`src/rtl/seq_pkg.sv`:
```
// ============================================================================
// seq_pkg
// Shared state encoding and default widths for the bit-serial sequence link.
// Revision: 1.0
// ============================================================================
`default_nettype none

package seq_pkg;

    localparam int C_SEQ_N  = 6;
    localparam int C_SEQ_CW = 4;

    typedef enum logic [1:0] {
        IDLE  = 2'd0,
        SHIFT = 2'd1,
        GAP   = 2'd2
    } state_t;

endpackage

`default_nettype wire

```
`src/rtl/seq_gen.sv`:
```
// ============================================================================
// seq_gen
// Serial pattern transmitter: shifts an N-bit pattern out MSB-first for a
// latched number of repetitions. SEQ_GEN_GAP_EN inserts one idle cycle
// between repetitions.
// Revision: 1.0
// ============================================================================
`default_nettype none

module seq_gen
    import seq_pkg::*;
#(
    parameter int N  = C_SEQ_N,
    parameter int CW = C_SEQ_CW
) (
    input  logic          clk,
    input  logic          reset_n,
    input  logic          start,
    input  logic [N-1:0]  seq,
    input  logic [CW-1:0] reps,
    output logic          a,
    output logic          bit_valid,
    output logic          busy,
    output logic          done
);

    localparam int            IW        = (N > 1) ? $clog2(N) : 1;
    localparam logic [IW-1:0] C_IDX_TOP = IW'(N - 1);

    state_t        r_state;
    logic [N-1:0]  r_pat;
    logic [IW-1:0] r_idx;
    logic [CW-1:0] r_rep;

    // r_idx always names the bit currently presented on a.
    always_ff @(posedge clk or negedge reset_n) begin
        if (!reset_n) begin
            r_state   <= IDLE;
            r_pat     <= '0;
            r_idx     <= '0;
            r_rep     <= '0;
            a         <= 1'b0;
            bit_valid <= 1'b0;
            busy      <= 1'b0;
            done      <= 1'b0;
        end else begin
            done <= 1'b0;
            case (r_state)
                IDLE: begin
                    a         <= 1'b0;
                    bit_valid <= 1'b0;
                    busy      <= 1'b0;
                    if (start) begin
                        r_pat <= seq;
                        r_idx <= C_IDX_TOP;
                        r_rep <= reps;
                        if (reps != '0) begin
                            r_state   <= SHIFT;
                            a         <= seq[N-1];
                            bit_valid <= 1'b1;
                            busy      <= 1'b1;
                        end else begin
                            done <= 1'b1;
                        end
                    end
                end
                SHIFT: begin
                    if (r_idx != '0) begin
                        r_idx <= r_idx - 1'b1;
                        a     <= r_pat[r_idx - 1'b1];
                    end else if (r_rep > CW'(1)) begin
                        r_rep <= r_rep - 1'b1;
`ifdef SEQ_GEN_GAP_EN
                        r_state   <= GAP;
                        a         <= 1'b0;
                        bit_valid <= 1'b0;
`else
                        r_idx <= C_IDX_TOP;
                        a     <= r_pat[N-1];
`endif
                    end else begin
                        r_rep     <= '0;
                        r_state   <= IDLE;
                        a         <= 1'b0;
                        bit_valid <= 1'b0;
                        busy      <= 1'b0;
                        done      <= 1'b1;
                    end
                end
`ifdef SEQ_GEN_GAP_EN
                GAP: begin
                    r_state   <= SHIFT;
                    r_idx     <= C_IDX_TOP;
                    a         <= r_pat[N-1];
                    bit_valid <= 1'b1;
                end
`endif
                default: begin
                    r_state   <= IDLE;
                    a         <= 1'b0;
                    bit_valid <= 1'b0;
                    busy      <= 1'b0;
                end
            endcase
        end
    end

endmodule

`default_nettype wire

```
`config.mk`:
```
export PLATFORM = sky130hd
export DESIGN_NAME = seq_gen
export DESIGN_NICKNAME = d
export VERILOG_FILES = /design/src/rtl/seq_pkg.sv /design/src/rtl/seq_gen.sv
export SDC_FILE = /design/constraint.sdc
export NUM_CORES = 1
export LEC_CHECK = 0
export CELL_PAD_IN_SITES_DETAIL_PLACEMENT = 2
export CELL_PAD_IN_SITES_GLOBAL_PLACEMENT = 2
export CORE_MARGIN = 5
export CORE_UTILIZATION = 28
export CTS_CLUSTER_SIZE = 10
export DETAILED_ROUTE_END_ITERATION = 8
export HOLD_SLACK_MARGIN = 0.06
export PLACE_DENSITY = 0.72
export SLEW_MARGIN = 5
export SYNTH_ARGS = -nofsm -noshare
export SYNTH_HDL_FRONTEND = slang
export SYNTH_SLANG_ARGS = --single-unit
export TNS_END_PERCENT = 10
```
`constraint.sdc`:
```
create_clock -name clk -period 1.6 [get_ports clk]
set_input_delay 0.16 -clock clk [delete_from_list [all_inputs] [get_ports clk]]
set_output_delay 0.16 -clock clk [all_outputs]
set_load 0.005 [all_outputs]
```
=== Word level (Yosys, flattened, before mapping) ===
Index checks and enable logic that the tools add are counted.

* Order comparisons: 2
* Add/subtract/negate cells: 2
* Reduce and logical (&&, ||, !) cells: 9
* Mux-type cells: 30
* Equality and inequality tests: 6

{| class="wikitable"
|+ Operator list
! kind !! number
|-
| 1-bit two-way mux || 13
|-
| 4-bit two-way mux || 3
|-
| 3-bit two-way mux || 3
|-
| 2-bit two-way mux || 4
|-
| 2-bit != test, second input constant || 4
|-
| 4-bit case mux with 2 select lines || 1
|-
| 1-bit case mux with 2 select lines || 3
|-
| 3-bit case mux with 2 select lines || 1
|-
| 3-bit AND reduction || 2
|-
| 4-bit by 1-bit > comparator with 1-bit output, second input constant || 1
|-
| 3-bit by 4-bit < comparator with 1-bit output, second input constant || 1
|-
| 2-bit case mux with 2 select lines || 1
|-
| 2-bit AND reduction || 2
|-
| 4-bit AND reduction || 1
|-
| 4-bit nonzero test || 1
|-
| 4-bit by 1-bit subtractor with 4-bit output, second input constant || 1
|-
| 1-bit binary-select mux with 3-bit select || 1
|-
| 3-bit != test, second input constant || 1
|-
| 3-bit nonzero test || 1
|-
| 3-bit by 1-bit subtractor with 3-bit output, second input constant || 1
|-
| 2-bit by 1-bit equality test with 1-bit output, second input constant || 1
|-
| 2-bit zero test || 1
|-
| 2-bit nonzero test || 1
|}

* Output and inout bits: 4
* Word-level logic and storage cells: 56
* Register bits after elaboration: 18

=== Depth between registers and ports, before layout ===
Gate-level depths: netlist of run 1.

* Depth after elaboration: 5
* Depth in mapped cells: 5
* Depth with buffers taken out: 5

=== Least setup slack after synthesis of run 1 ===
No wires, ideal clock.

* Path type: flip-flop to flip-flop
* From: reg r_idx[0]
* To: reg r_idx[1]
* Path buffers: 0
* Stages on the path, launching flop included: 6
* Required time: 1.478 ns
* Setup slack: 0.076 ns
* Arrival: 1.402 ns
* Library setup time: 0.122 ns
* Cells stage by stage: dfrtp_1 inv_1 ha_1 and3b_1 a31o_2 a32o_1

* Word-level cells in the longest chain between the ends: 3
* Elaborated cells on any way between the ends: 6

{| class="wikitable"
|+ RTL lines
! item !! RTL line !! text
|-
| start, declared || seq_gen.sv:32 || <nowiki>logic [IW-1:0] r_idx;</nowiki>
|-
| start signal, assigned || seq_gen.sv:69 || <nowiki>r_idx <= r_idx - 1'b1;</nowiki>
|-
| 3-bit by 1-bit subtractor with 3-bit output or 3-bit nonzero test (tied branches) || seq_gen.sv:69, seq_gen.sv:68 ||
|-
| 3-bit two-way mux or 3-bit != test (tied branches) || -- ||
|-
| 3-bit case mux with 2 select lines or 3-bit AND reduction (tied branches) || -- ||
|}

Several ways; a longest one is shown, not always the timed one.
A chain may end at the register's enable or synchronous reset.

=== Worst setup path after layout of run 1 ===
* From: reg r_rep[0]
* To: reg busy

* Word-level cells in the longest chain between the ends: 3

{| class="wikitable"
|+ RTL lines
! item !! RTL line !! text
|-
| start, declared || seq_gen.sv:33 || <nowiki>logic [CW-1:0] r_rep;</nowiki>
|-
| start signal, assigned || seq_gen.sv:56 || <nowiki>r_rep <= reps;</nowiki>
|-
| start signal, assigned || seq_gen.sv:72 || <nowiki>r_rep <= r_rep - 1'b1;</nowiki>
|-
| 4-bit by 1-bit > comparator with 1-bit output || seq_gen.sv:71 || <nowiki>end else if (r_rep > CW'(1)) begin</nowiki>
|-
| 2-bit != test (no line) || -- ||
|-
| 2-bit AND reduction (no line) || -- ||
|-
| end signal, assigned || seq_gen.sv:61 || <nowiki>busy <= 1'b1;</nowiki>
|-
| end signal, assigned || seq_gen.sv:86 || <nowiki>busy <= 1'b0;</nowiki>
|-
| end signal, assigned || seq_gen.sv:102 || <nowiki>busy <= 1'b0;</nowiki>
|-
| end, declared || seq_gen.sv:23 || <nowiki>output logic busy,</nowiki>
|}

Every way passes these cells.

==> results of run 1 <==
==> repair_timing <==
action	in CTS	in global routing
resized for setup	0	4
setup buffers	0	1
hold buffers	0	0
endpoints found under the setup margin	0	5
==> power by group <==
group / switching (uW) / leakage [uW] / internal [uW]
Sequential: 174 / 0.000206 / 626
Clock: 148 / 0.0000177 / 93.1
Combinational: 552 / 0.000340 / 646
Total: 874 / 0.000563 / 1370
==> cell families after synthesis <==
logic type,share of synthesized area
compound gates,0.1654
fa+ha+maj,0.05250
buf+inv,0.05118
flops,0.4462
mux,0.05643
simple gates,0.2284
==> worst register-to-register path, cell delays in order (launching register included) <==
cell                      delay (ps)
sky130_fd_sc_hd__dfrtp_1         410
sky130_fd_sc_hd__inv_1           120
sky130_fd_sc_hd__ha_4            160
sky130_fd_sc_hd__nor2_1           60
sky130_fd_sc_hd__o41a_2          480
sky130_fd_sc_hd__a22o_1          190
==> area by class of cell <==
| type | instances | area, um2 | share of cell area |
|---|---|---|---|
| inverters | 7 | 26.28 | 0.02063 |
| repair buffers | 27 | 242.7 | 0.1906 |
| well taps | 46 | 57.56 | 0.04519 |
| clock buffers | 3 | 22.52 | 0.01768 |
| multi-input cells | 71 | 494.2 | 0.3880 |
| flip-flops and latches | 17 | 425.4 | 0.3340 |
| clock inverters | 1 | 5.005 | 0.003929 |
==> cell usage after synthesis, types with 2 or more instances <==
master | instances | area share
sky130_fd_sc_hd__o21ai_0 | 3 | 0.016
sky130_fd_sc_hd__buf_2 | 3 | 0.016
sky130_fd_sc_hd__nor2b_1 | 2 | 0.013
sky130_fd_sc_hd__nor2_1 | 3 | 0.012
sky130_fd_sc_hd__nand4b_1 | 2 | 0.018
sky130_fd_sc_hd__nor3_1 | 2 | 0.010
sky130_fd_sc_hd__o2111ai_1 | 2 | 0.018
sky130_fd_sc_hd__nand3_1 | 3 | 0.016
sky130_fd_sc_hd__ha_1 | 4 | 0.052
sky130_fd_sc_hd__nand2_1 | 22 | 0.087
sky130_fd_sc_hd__dfrtp_1 | 17 | 0.45
sky130_fd_sc_hd__nand2b_1 | 2 | 0.013
sky130_fd_sc_hd__mux2i_1 | 2 | 0.021
sky130_fd_sc_hd__o211ai_1 | 3 | 0.024
sky130_fd_sc_hd__inv_1 | 7 | 0.028
==> metrics by stage <==
| stage | utilization | worst slack (ps) |
|---|---|---|
| 2_1_floorplan | - | 76.24 |
| 3_3_place_gp | 0.3696 | 55.74 |
| 3_5_place_dp | 0.3696 | 4.388 |
| 4_1_cts | 0.3779 | 20.51 |
| 5_1_grt | 0.3847 | 0.7794 |
| 6_report | 0.3847 | 65.98 |
==> per-layer routing <==
metal	global-route usage	up-vias	part of all wire
met4	0.03722	0	0.010
li1	-	406	-
met3	0.03448	2	0.025
met2	0.2178	11	0.47
met1	0.1814	425	0.50
met5	0	-	0
==> cells in the final DEF (no fill, tap or decap), drive strengths merged, types with 2 or more instances in the layout <==
cell type,synthesis,final
o21ai,3,3
mux2i,2,2
nand4b,2,2
ha,4,4
clkdlybuf4s50,0,16
nor2,3,3
nand3,3,3
nor2b,2,2
nand2b,2,2
nor3,2,2
nand2,22,22
clkbuf,0,3
buf,4,11
or2,2,2
o2111ai,2,2
dfrtp,17,17
inv,7,7
o211ai,3,3
==> how the worst max path moves through the flow <==
| stage | startpoint | cells after the start | endpoint |
|---|---|---|---|
| 5_1_grt | r_rep[1] | 5 | r_idx[1] |
| 2_1_floorplan | r_idx[0] | 5 | r_idx[1] |
| 6_report | r_rep[0] | 5 | busy |
| 3_3_place_gp | reps[0] | 4 | a |
| 3_5_place_dp | reps[1] | 4 | a |
| 4_1_cts | r_rep[1] | 5 | busy |
==> flip-flops by register name, summed over array words and instances, names as in the netlist <==
signal   cells
r_pat        6
r_rep        4
r_idx        3
a            1
busy         1
done         1
r_state      1
==> reports/summary.md, run 1 <==
The sum of buffers and inverters on the critical path is 1. Buffer cell driving the clock tree root: sky130_fd_sc_hd__clkbuf_4. The number of clock sinks was 17.

In this run the count of I/O pins placed on the die edge is 17. The logs give 0.4462 for the post-synthesis sequential area ratio and 0 for the warning count from the yosys run. Counting flops with a built-in enable in the synthesized netlist gives 0. Setup repair after global routing left no endpoint under its margin.

The total number of H-tree levels is 1. Averaged over all synthesized cells, the footprint is 9.630 um2. The core region is 0.003311 mm2. The transition at the pin with the smallest max-transition slack came out at 257.2 ps. Once detail routing completed, the nets flagged for antenna violations numbered 0.

The starting density of the core was 0.2880; the number of setup violations in the final report was 0. Register-to-register setup slack: 70 ps. The tools report the sort of element at the start of the critical path as a register. Relative slew slack: 0.8279.

The worst path needs 1534 ps of the cycle, external delays included. The slowest cell on the critical path is sky130_fd_sc_hd__o41a_2. After detailed routing, the number of vias per cell comes to 4.907. The diode insertion count for antenna repair was 0; the average detailed-routed wire length per instance was 15.53 um. Excluding fillers, the count of instances in the completed layout stands at 172. The number of antenna violations at the first check in global routing is 0, and the die outline width is 68.35 um. The delay of the slowest cell on the worst path is 480 ps, and the die height is 68.35 um. The design draws 2239 uW. STA classifies the critical path endpoint as a register. The number of max-slew violations in the final report came out at 0. After detailed routing, the number of remaining DRC violations is 0. The run gives 1800 ps as the endpoint required time on the critical path. Synthesis produced a netlist with a net count of 116.

Static timing analysis puts the maximum clock frequency at 651.9 MHz. For the worst setup path, the data arrival time is 1730 ps. In this run the tool buffered the top-level ports with 16 buffer cells.

The fraction of registers with async set/reset is 1.000, and the worst reg-to-reg path cell count is 5. Deepest clock path buffer count: 2. Source-to-sink clock delay at the later pin of the worst-skew pair: 290 ps.

The initialized floorplan defines 21 standard-cell rows. The routability-driven placement congestion ratio was 0.7642. The first global-routing pass estimated 4609 um of wire. Once placement finished, the instance area stood at 0.001224 mm2.

In this run the static leakage power is 0.0005633 uW. The run gives 915 as the via count of the first global-routing pass. The end of the worst register-to-register path is busy.

The post-route clock skew was 0.7314 ps; the floorplan die area was 0.004672 mm2. The clock-pin transition on the worst setup and hold timing paths was 110 ps. The count of placed standard cells including taps is 167.

Summed over all failing endpoints, the final setup total negative slack is 0 ps. The maximum number of pins on one net before global-route repair is 18. The number of iterations in the first detailed-routing pass is 3. Clock tree synthesis inserted a total of 3 buffers.

The first routing iteration left 32 violations. Final layout net count: 144. The power per standard cell area is 1758 mW/mm2, and the register bit total from synthesis is 17.

The run finished with clean final reports. VDD sags by at most 0.0004928 V. Of all nets on the critical path, the largest fanout is 4.

In the synthesized netlist, the number of instances is 99. Minimum hold slack: 175.1 ps. The family with the most delay on the worst path is compound AO/OA/AOI/OAI gates.

The HPWL after detailed placement is 2144 um. Startpoint of the worst-slack reg-to-reg timing path: r_rep[0]. The tools report the count of final hold-check violations as 0.

The detailed-route wire length came out at 2672 um. The ratio of final minimum period to clock period is 0.9588, and the share of final-layout standard cells stronger than drive strength 1 is 0.1905. The count of cell types in the netlist was 37; the final instance area was 0.001274 mm2.

TritonCTS built the clock tree. Traced cell by cell, the critical path runs through inv_1 > ha_4 > nor2_1 > o41a_2 > a22o_1. Total via count after detailed routing: 844. For this run, the leading register cell type out of synthesis is sky130_fd_sc_hd__dfrtp_1. Summing every instance area after synthesis gives 953.4 um2. For this run the aggregate overflow at the end of global routing stands at 0. The synthesis-to-layout area growth is 33.60%.

The total global routing track utilization came out at 0.1363. The setup path with the least slack is of type register to register. The worst hold path class is input pin to async pin.

Max-cap violations in this run came to 0. Number of filler cells placed in the layout: 386.
No activity file was read; power rests on OpenSTA's default activity.
==> run 2, diff against run 1 <==
--- a/config.mk
+++ b/config.mk
@@ -5,14 +5,15 @@
 export SDC_FILE = /design/constraint.sdc
 export NUM_CORES = 1
 export LEC_CHECK = 0
-export CELL_PAD_IN_SITES_DETAIL_PLACEMENT = 2
-export CELL_PAD_IN_SITES_GLOBAL_PLACEMENT = 2
+export CAP_MARGIN = 10
+export CELL_PAD_IN_SITES_DETAIL_PLACEMENT = 1
+export CELL_PAD_IN_SITES_GLOBAL_PLACEMENT = 1
 export CORE_MARGIN = 5
-export CORE_UTILIZATION = 28
+export CORE_UTILIZATION = 35
 export CTS_CLUSTER_SIZE = 10
 export DETAILED_ROUTE_END_ITERATION = 8
 export HOLD_SLACK_MARGIN = 0.06
-export PLACE_DENSITY = 0.72
+export PLACE_DENSITY = 0.73
 export SLEW_MARGIN = 5
 export SYNTH_ARGS = -nofsm -noshare
 export SYNTH_HDL_FRONTEND = slang
==> run 2 against run 1 <==
Against the previous run:
- sequential power fell by 0.5%
- design area fell by 1.5%
- combinational power barely moved
- die area fell by 17%
- core utilization rose by 8.2 points
- non-clock buffer count rose by 1
- fmax rose by 0.17%
- via count fell by 0.95%
- count of clock-buffer cells in the layout rose by 1
- setup slack improved by 2.6 ps
- first-iteration DRC count fell by 34%
- global-route usage fell by 0.72 points
==> reports/summary.md, run 2 (synthesized netlist as in run 1, its figures left out) <==
The flow ran to the end, and the final reports show no timing, DRC or antenna violations. The number of iterations in the first detailed-routing pass is 4, and the maximum number of pins on one net before global-route repair is 18. For the max capacitance violation total, the log shows 0.

The floorplan die area was 0.003868 mm2; the number of clock sinks was 17. Port buffering added 16 buffers. After the flow finishes, the layout carries non-filler instances totaling 158. The post-route minimum period was 1531 ps. The count of nets left with antenna violations once routing finished came out at 0. The number of buffers inserted during clock tree synthesis is 3, and the die outline width is 62.19 um. For the total number of H-tree levels, the log shows 1. The category of the most critical setup path was register to register.

At the worst endpoint, the arrival time is 1710 ps. For the internal portion of total power, the log shows 1351 uW. From synthesis to final layout, the design area changed by 31.63%. The maximum ir drop on the vdd rail is 0.0008702 V.

The tools report the number of max-slew violations in the final report as 0. The logs give 0 for the number of design rule violations left after detail routing and 0 for the count of final hold-check violations. More flip-flops sit in one register than any other, and that register is r_pat.

The share of final-layout standard cells stronger than drive strength 1 works out to 0.1969. After detailed placement, the design holds a cell count of 153. The clock-pin transition on the worst setup and hold timing paths is 100 ps, and the final layout net count is 145. For this block, the routed nets add up to 2400 um of wire. For the top achievable clock speed, the log shows 653.0 MHz. Leaving out fill and tap cells, the most frequent cells in the layout are sky130_fd_sc_hd__nand2_1, sky130_fd_sc_hd__dfrtp_1, sky130_fd_sc_hd__clkdlybuf4s50_1, sky130_fd_sc_hd__buf_4, sky130_fd_sc_hd__inv_1. The run gives 0 ps as the final total negative setup slack. Dividing the detail-routed wire length by the instance count gives 15.19 um. The final worst setup slack was 68.57 ps; the endpoint required time on the critical path was 1780 ps.

The starting density of the core came out at 0.3549. The core region is 0.002686 mm2. The worst register-to-register path begins at r_rep[0]. Summing all non-filler instances in the final layout gives an area of 0.001255 mm2.

For the deepest clock path buffer count, the log shows 2. STA classifies the critical path startpoint as a register. Switching part of the total: 0.3866. After legalization and detailed placement, the total HPWL measured 1912 um. The ratio of final minimum period to clock period came out at 0.9571.

TritonCTS built the clock tree. After filler insertion, the fill cell instance count of the layout stands at 313. The repair_antennas step left the layout with diodes totalling 0.

For the total global routing track utilization, the log shows 0.1290. The run gives -10.56 ps as the post-place setup slack. The detailed router finished its first iteration with 21 violations.

The most frequent standard cell in the layout excluding fill and tap cells is sky130_fd_sc_hd__nand2_1. The clock reaches the later pin of the worst-skew pair after 290 ps. The global route total overflow was 0; the vias per cell was 5.291. The tightest min-delay check is of the input pin to async pin type.

Transition at the pin with the smallest max-transition slack: 292.1 ps. The run gives 0.0005645 uW as the static leakage. Setup violations remaining at the end of the flow were counted as 0. The tools report the post-route clock skew as 1.116 ps.

The die is 62.19 um tall. The tools report the wire length of the first global-routing pass as 3995 um. Number of antenna violations at the first check in global routing: 0.

Of all nets on the critical path, the largest fanout is 4. The root buffer cell chosen for the clock tree is sky130_fd_sc_hd__clkbuf_4. Measured in cells, the most critical reg-to-reg path has a length of 4. Across all layers, the routed design uses 836 vias. In the final layout, the registers with the most flip-flops are r_pat (6), r_rep (4), r_idx (3). The run gives 834 as the via count of the first global-routing pass. STA classifies the critical path endpoint as a register. Share of power burned in registers: 0.362. Relative slew slack: 0.8053.

For the part of the power in combinational logic, the log shows 0.534. The number of standard-cell rows in the floorplan came out at 19. In this run the power spent charging and discharging nets is 851.8 uW.

Setup repair after global routing left no endpoint under its margin. Routability-driven placement finished with a final weighted congestion of 0.7399. Minimum hold slack: 186.0 ps. Flip-flop count of the largest register, all copies and words added: 6. Dividing total power by cell area gives a power density of 1756 mW/mm2. After detailed placement, the total cell area comes to 0.001212 mm2.

The clock network power share was 0.104; the count of pins on the block boundary was 17. Start point of the critical path: r_rep[0].
## run 2: final cells by class
cell class,instances,area (um2),share of cell area
flip-flops and latches,17,425.4,0.3390
repair buffers,28,250.2,0.1994
clock buffers,4,26.28,0.02094
inverters,7,26.28,0.02094
well taps,31,38.79,0.03091
multi-input cells,71,488.0,0.3888
## run 2: final timing paths
kind	slack, ps	end
worst max-delay path	70	r_idx[1]
max in group asynchronous	1230	r_pat[5]
worst max register to register	70	r_idx[1]
min in group clk	390	r_pat[1]
worst min register to register	480	r_pat[0]
worst min-delay path	190	r_rep[1]
## run 2: power by group through the flow
| stage | logic, uW | registers (uW) | clock network, uW |
|---|---|---|---|
| 6_report | 1180 | 797 | 230 |
| 5_1_grt | 1310 | 832 | 261 |
| 4_1_cts | 1150 | 796 | 241 |
| 3_5_place_dp | 1140 | 805 | 0 |
| 3_3_place_gp | 1100 | 795 | 0 |
| 2_1_floorplan | 738 | 759 | 0 |
## run 2: worst max-delay path, cell delays in order, from the launching register on
cell                      delay [ps]
sky130_fd_sc_hd__dfrtp_1         420
sky130_fd_sc_hd__ha_1            230
sky130_fd_sc_hd__or2_2           330
sky130_fd_sc_hd__a31o_2          250
sky130_fd_sc_hd__a32o_1          200
## run 2: per-stage QoR
stage / util / total power (uW)
2_1_floorplan: - / 1497
3_3_place_gp: 0.4513 / 1896
3_5_place_dp: 0.4513 / 1949
4_1_cts: 0.4611 / 2188
5_1_grt: 0.4672 / 2402
6_report: 0.4672 / 2203
## run 2: per-layer routing
metal | vias to the layer above | track usage | part of all wire
met5 | - | 0 | 0
met4 | 0 | 0.04878 | 0.019
met3 | 6 | 0.03784 | 0.047
met2 | 19 | 0.2034 | 0.45
met1 | 404 | 0.1652 | 0.48
li1 | 407 | - | -
## run 2: what timing repair did
action                                  4_1_cts  5_1_grt
resized for setup                             0        4
endpoints found under the setup margin        0        6
hold buffers                                  0        0
hold endpoints to repair                      0        0
setup buffers                                 0        1
==> run 3, diff against run 2 <==
--- a/config.mk
+++ b/config.mk
@@ -6,10 +6,9 @@
 export NUM_CORES = 1
 export LEC_CHECK = 0
 export CAP_MARGIN = 10
-export CELL_PAD_IN_SITES_DETAIL_PLACEMENT = 1
-export CELL_PAD_IN_SITES_GLOBAL_PLACEMENT = 1
+export CORE_ASPECT_RATIO = 1.2
 export CORE_MARGIN = 5
-export CORE_UTILIZATION = 35
+export CORE_UTILIZATION = 46
 export CTS_CLUSTER_SIZE = 10
 export DETAILED_ROUTE_END_ITERATION = 8
 export HOLD_SLACK_MARGIN = 0.06
@@ -18,4 +17,4 @@
 export SYNTH_ARGS = -nofsm -noshare
 export SYNTH_HDL_FRONTEND = slang
 export SYNTH_SLANG_ARGS = --single-unit
-export TNS_END_PERCENT = 10
+export TNS_END_PERCENT = 30
==> run 3 against run 2 <==
Against the previous run:
- core utilization increased by 14 points
- non-clock buffer count decreased by 2
- power decreased by 2.3%
==> reports/summary.md, run 3 (synthesized netlist as in run 1, its figures left out) <==
The flow ran to the end, and the final reports show no timing, DRC or antenna violations. The vias per cell is 5.745, and the static leakage is 0.0005582 uW. The later pin in the worst-skew pair is clocked with a latency of 290 ps. The worst endpoint data arrival time is 1710 ps. Across the routed clock network, the largest skew measured is 1.113 ps.

The run gives 80 ps as the register-to-register setup slack. The startpoint of the worst-slack reg-to-reg timing path is r_rep[0]. The final layout contains 143 nets. Timing would allow up to 659.3 MHz.

Among all stages on the critical path, the largest delay is contributed by sky130_fd_sc_hd__dfrtp_1. The number of setup violations in the final report was 0; the die height was 59.87 um. Buffers placed on the I/O ports in this run total 16. The worst setup path is of the register to register kind. The total global routing track utilization is 0.1462.

The run gives 19 as the number of design-rule violations left by the first detailed-router iteration. Number of max-slew violations in the final report: 0. The internal portion of the total power is 1331 uW. The delay of the slowest cell on the worst path was 400 ps; the starting density of the core was 0.4704. STA classifies the critical path endpoint as a register.

The number of antenna diodes in the final layout is 0. The HPWL after detailed placement is 1604 um. In this run the count of I/O pins placed on the die edge is 17. The endpoint required time on the critical path was 1790 ps; the final worst setup slack was 83.13 ps. The run gives 0.7415 as the relative slew slack. After detailed routing, the number of remaining DRC violations is 0.

The floorplan has 18 rows. The via count of the first global-routing pass was 800. The number of cells on the worst reg-to-reg path is 5.

For the routability-driven placement congestion ratio, the log shows 0.8458. After clock tree synthesis, the clock-pin slew on the worst setup and hold paths is 90 ps. The die covers 0.003087 mm2. The share of final-layout standard cells stronger than drive strength 1 works out to 0.1600.

For the maximum number of pins on one net before global-route repair, the log shows 18. The average detailed-routed wire length per instance came out at 14.50 um. The run gives 0.366 as the share of power burned in registers. The post-place setup slack was 5.247 ps; the total core area was 0.002027 mm2. The critical path goes through inv_1 > ha_4 > or2_2 > a31o_2 > a32o_1. The finished cells cover 0.001230 mm2. For the number of filler cells placed in the layout, the log shows 172. The part of the power in combinational logic came out at 0.526. The die is 51.56 um wide. Setup repair after global routing left no endpoint under its margin. For the final total negative setup slack, the log shows 0 ps. The flip-flop count of the largest register, all copies and words added is 6, and the total via count after detailed routing is 833.

In the layout the commonest cells are sky130_fd_sc_hd__nand2_1, sky130_fd_sc_hd__dfrtp_1, sky130_fd_sc_hd__clkdlybuf4s50_1, sky130_fd_sc_hd__buf_4, sky130_fd_sc_hd__inv_1. The critical path starts at r_rep[0]. The tools report the number of antenna violations at the first check in global routing as 0. Wire length of the first global-routing pass: 3312 um.

The tools report the clock network power share as 0.108. In this run the worst path has a maximum fanout of 4. Ranked by flip-flop count, first place goes to r_pat.

The clock drives 17 sinks. In this run the power density over the cells is 1751 mW/mm2. After global routing the overflow that remains totals 0. In this run, CTS created clock tree buffers numbering 3. Across the VDD grid, the largest voltage drop is 0.001141 V. The most frequent standard cell in the layout excluding fill and tap cells is sky130_fd_sc_hd__nand2_1. The placed instances occupy a cell area of 0.001191 mm2. The switching part of the total works out to 0.3818.

The total number of H-tree levels is 1, and the total setup buffers inserted after CTS is 0. The ratio of final minimum period to clock period was 0.9480; the detailed-route wire length was 2103 um. The first TritonRoute pass finished after 4 iterations. The worst hold path class is input pin to async pin. The buffer cell driving the clock tree root is sky130_fd_sc_hd__clkbuf_4. Count of final hold-check violations: 0. Across the run, the number of max-cap violations was 0. The tools report the sort of element at the start of the critical path as a register. TritonCTS built the clock tree. The transition at the pin with the smallest max-transition slack is 384.7 ps. Across all hold checks on the routed design, the worst slack comes to 178.5 ps. Summing internal, switching and leakage power gives 2153 uW.

The logs give 2 for the deepest clock path buffer count and 0 for the residual antenna-violating net count after detailed routing. Post-route minimum period: 1517 ps. In the final layout, the registers with the most flip-flops are r_pat (6), r_rep (4), r_idx (3). The net switching component of the power came out at 822.2 uW.

The most critical setup path has its endpoint at r_idx[1]. The worst register-to-register path ends at r_idx[1]. The synthesis-to-layout area growth came out at 29.00%.
==> run 3: cell types whose count changed in the layout (fill, tap and decap cells not counted) <==
cell,change
sky130_fd_sc_hd__ha_4,+1
sky130_fd_sc_hd__inv_1,+2
sky130_fd_sc_hd__a31oi_1,+1
sky130_fd_sc_hd__inv_2,-2
sky130_fd_sc_hd__buf_4,-2
sky130_fd_sc_hd__a31oi_2,-1
sky130_fd_sc_hd__ha_2,-1
==> run 3: how the worst min path moves through the flow <==
stage	start	end	slack [ps]	depth (start not counted)
finish	reset_n	r_rep[2]	180	2
global route	reset_n	busy	200	2
CTS	reset_n	r_rep[1]	190	2
detailed placement	r_pat[4]	r_pat[4]	470	2
global placement	r_pat[1]	r_pat[1]	450	2
floorplan	reset_n	a	-140	0
==> run 3: metal layers <==
metal | track usage | share of wire | vias to the layer above
li1 | - | - | 405
met5 | 0 | 0 | -
met4 | 0.06367 | 0.019 | 0
met1 | 0.1588 | 0.42 | 398
met2 | 0.2618 | 0.50 | 26
met3 | 0.04239 | 0.063 | 4
==> run 3: cell type report <==
class,instances,area (um2),share of cell area
Sequential cell,17,425.4,0.3459
Clock buffer,4,26.28,0.02136
Multi-Input combinational cell,71,491.7,0.3998
Inverter,7,26.28,0.02136
Tap cell,20,25.02,0.02035
Timing Repair Buffer,26,235.2,0.1913
==> run 3: per-stage QoR <==
step,cells,util
2_1_floorplan,99,-
3_3_place_gp,141,0.5877
3_5_place_dp,141,0.5877
4_1_cts,145,0.6006
5_1_grt,145,0.6068
6_report,145,0.6068
==> run 3: power by group through the flow <==
stage	combinational, uW	clock (uW)	sequential, uW
6_report	1130	233	788
4_1_cts	1100	235	784
2_1_floorplan	738	0	759
3_5_place_dp	1090	0	793
5_1_grt	1240	262	814
3_3_place_gp	1060	0	786
==> run 3: what timing repair did <==
action / 4_1_cts / 5_1_grt
gates resized for setup: 0 / 2
setup endpoints to repair: 0 / 5
hold buffers: 0 / 0
==> run 3: worst max-delay path, delay by kind of cell, from the launching register on <==
kind | cells | cell delay, ps
flip-flops | 1 | 400
AO/OA/AOI/OAI | 2 | 430
adder cells (fa/ha/maj) | 1 | 180
AND/OR/NAND/NOR | 1 | 300
buffers and inverters | 1 | 100
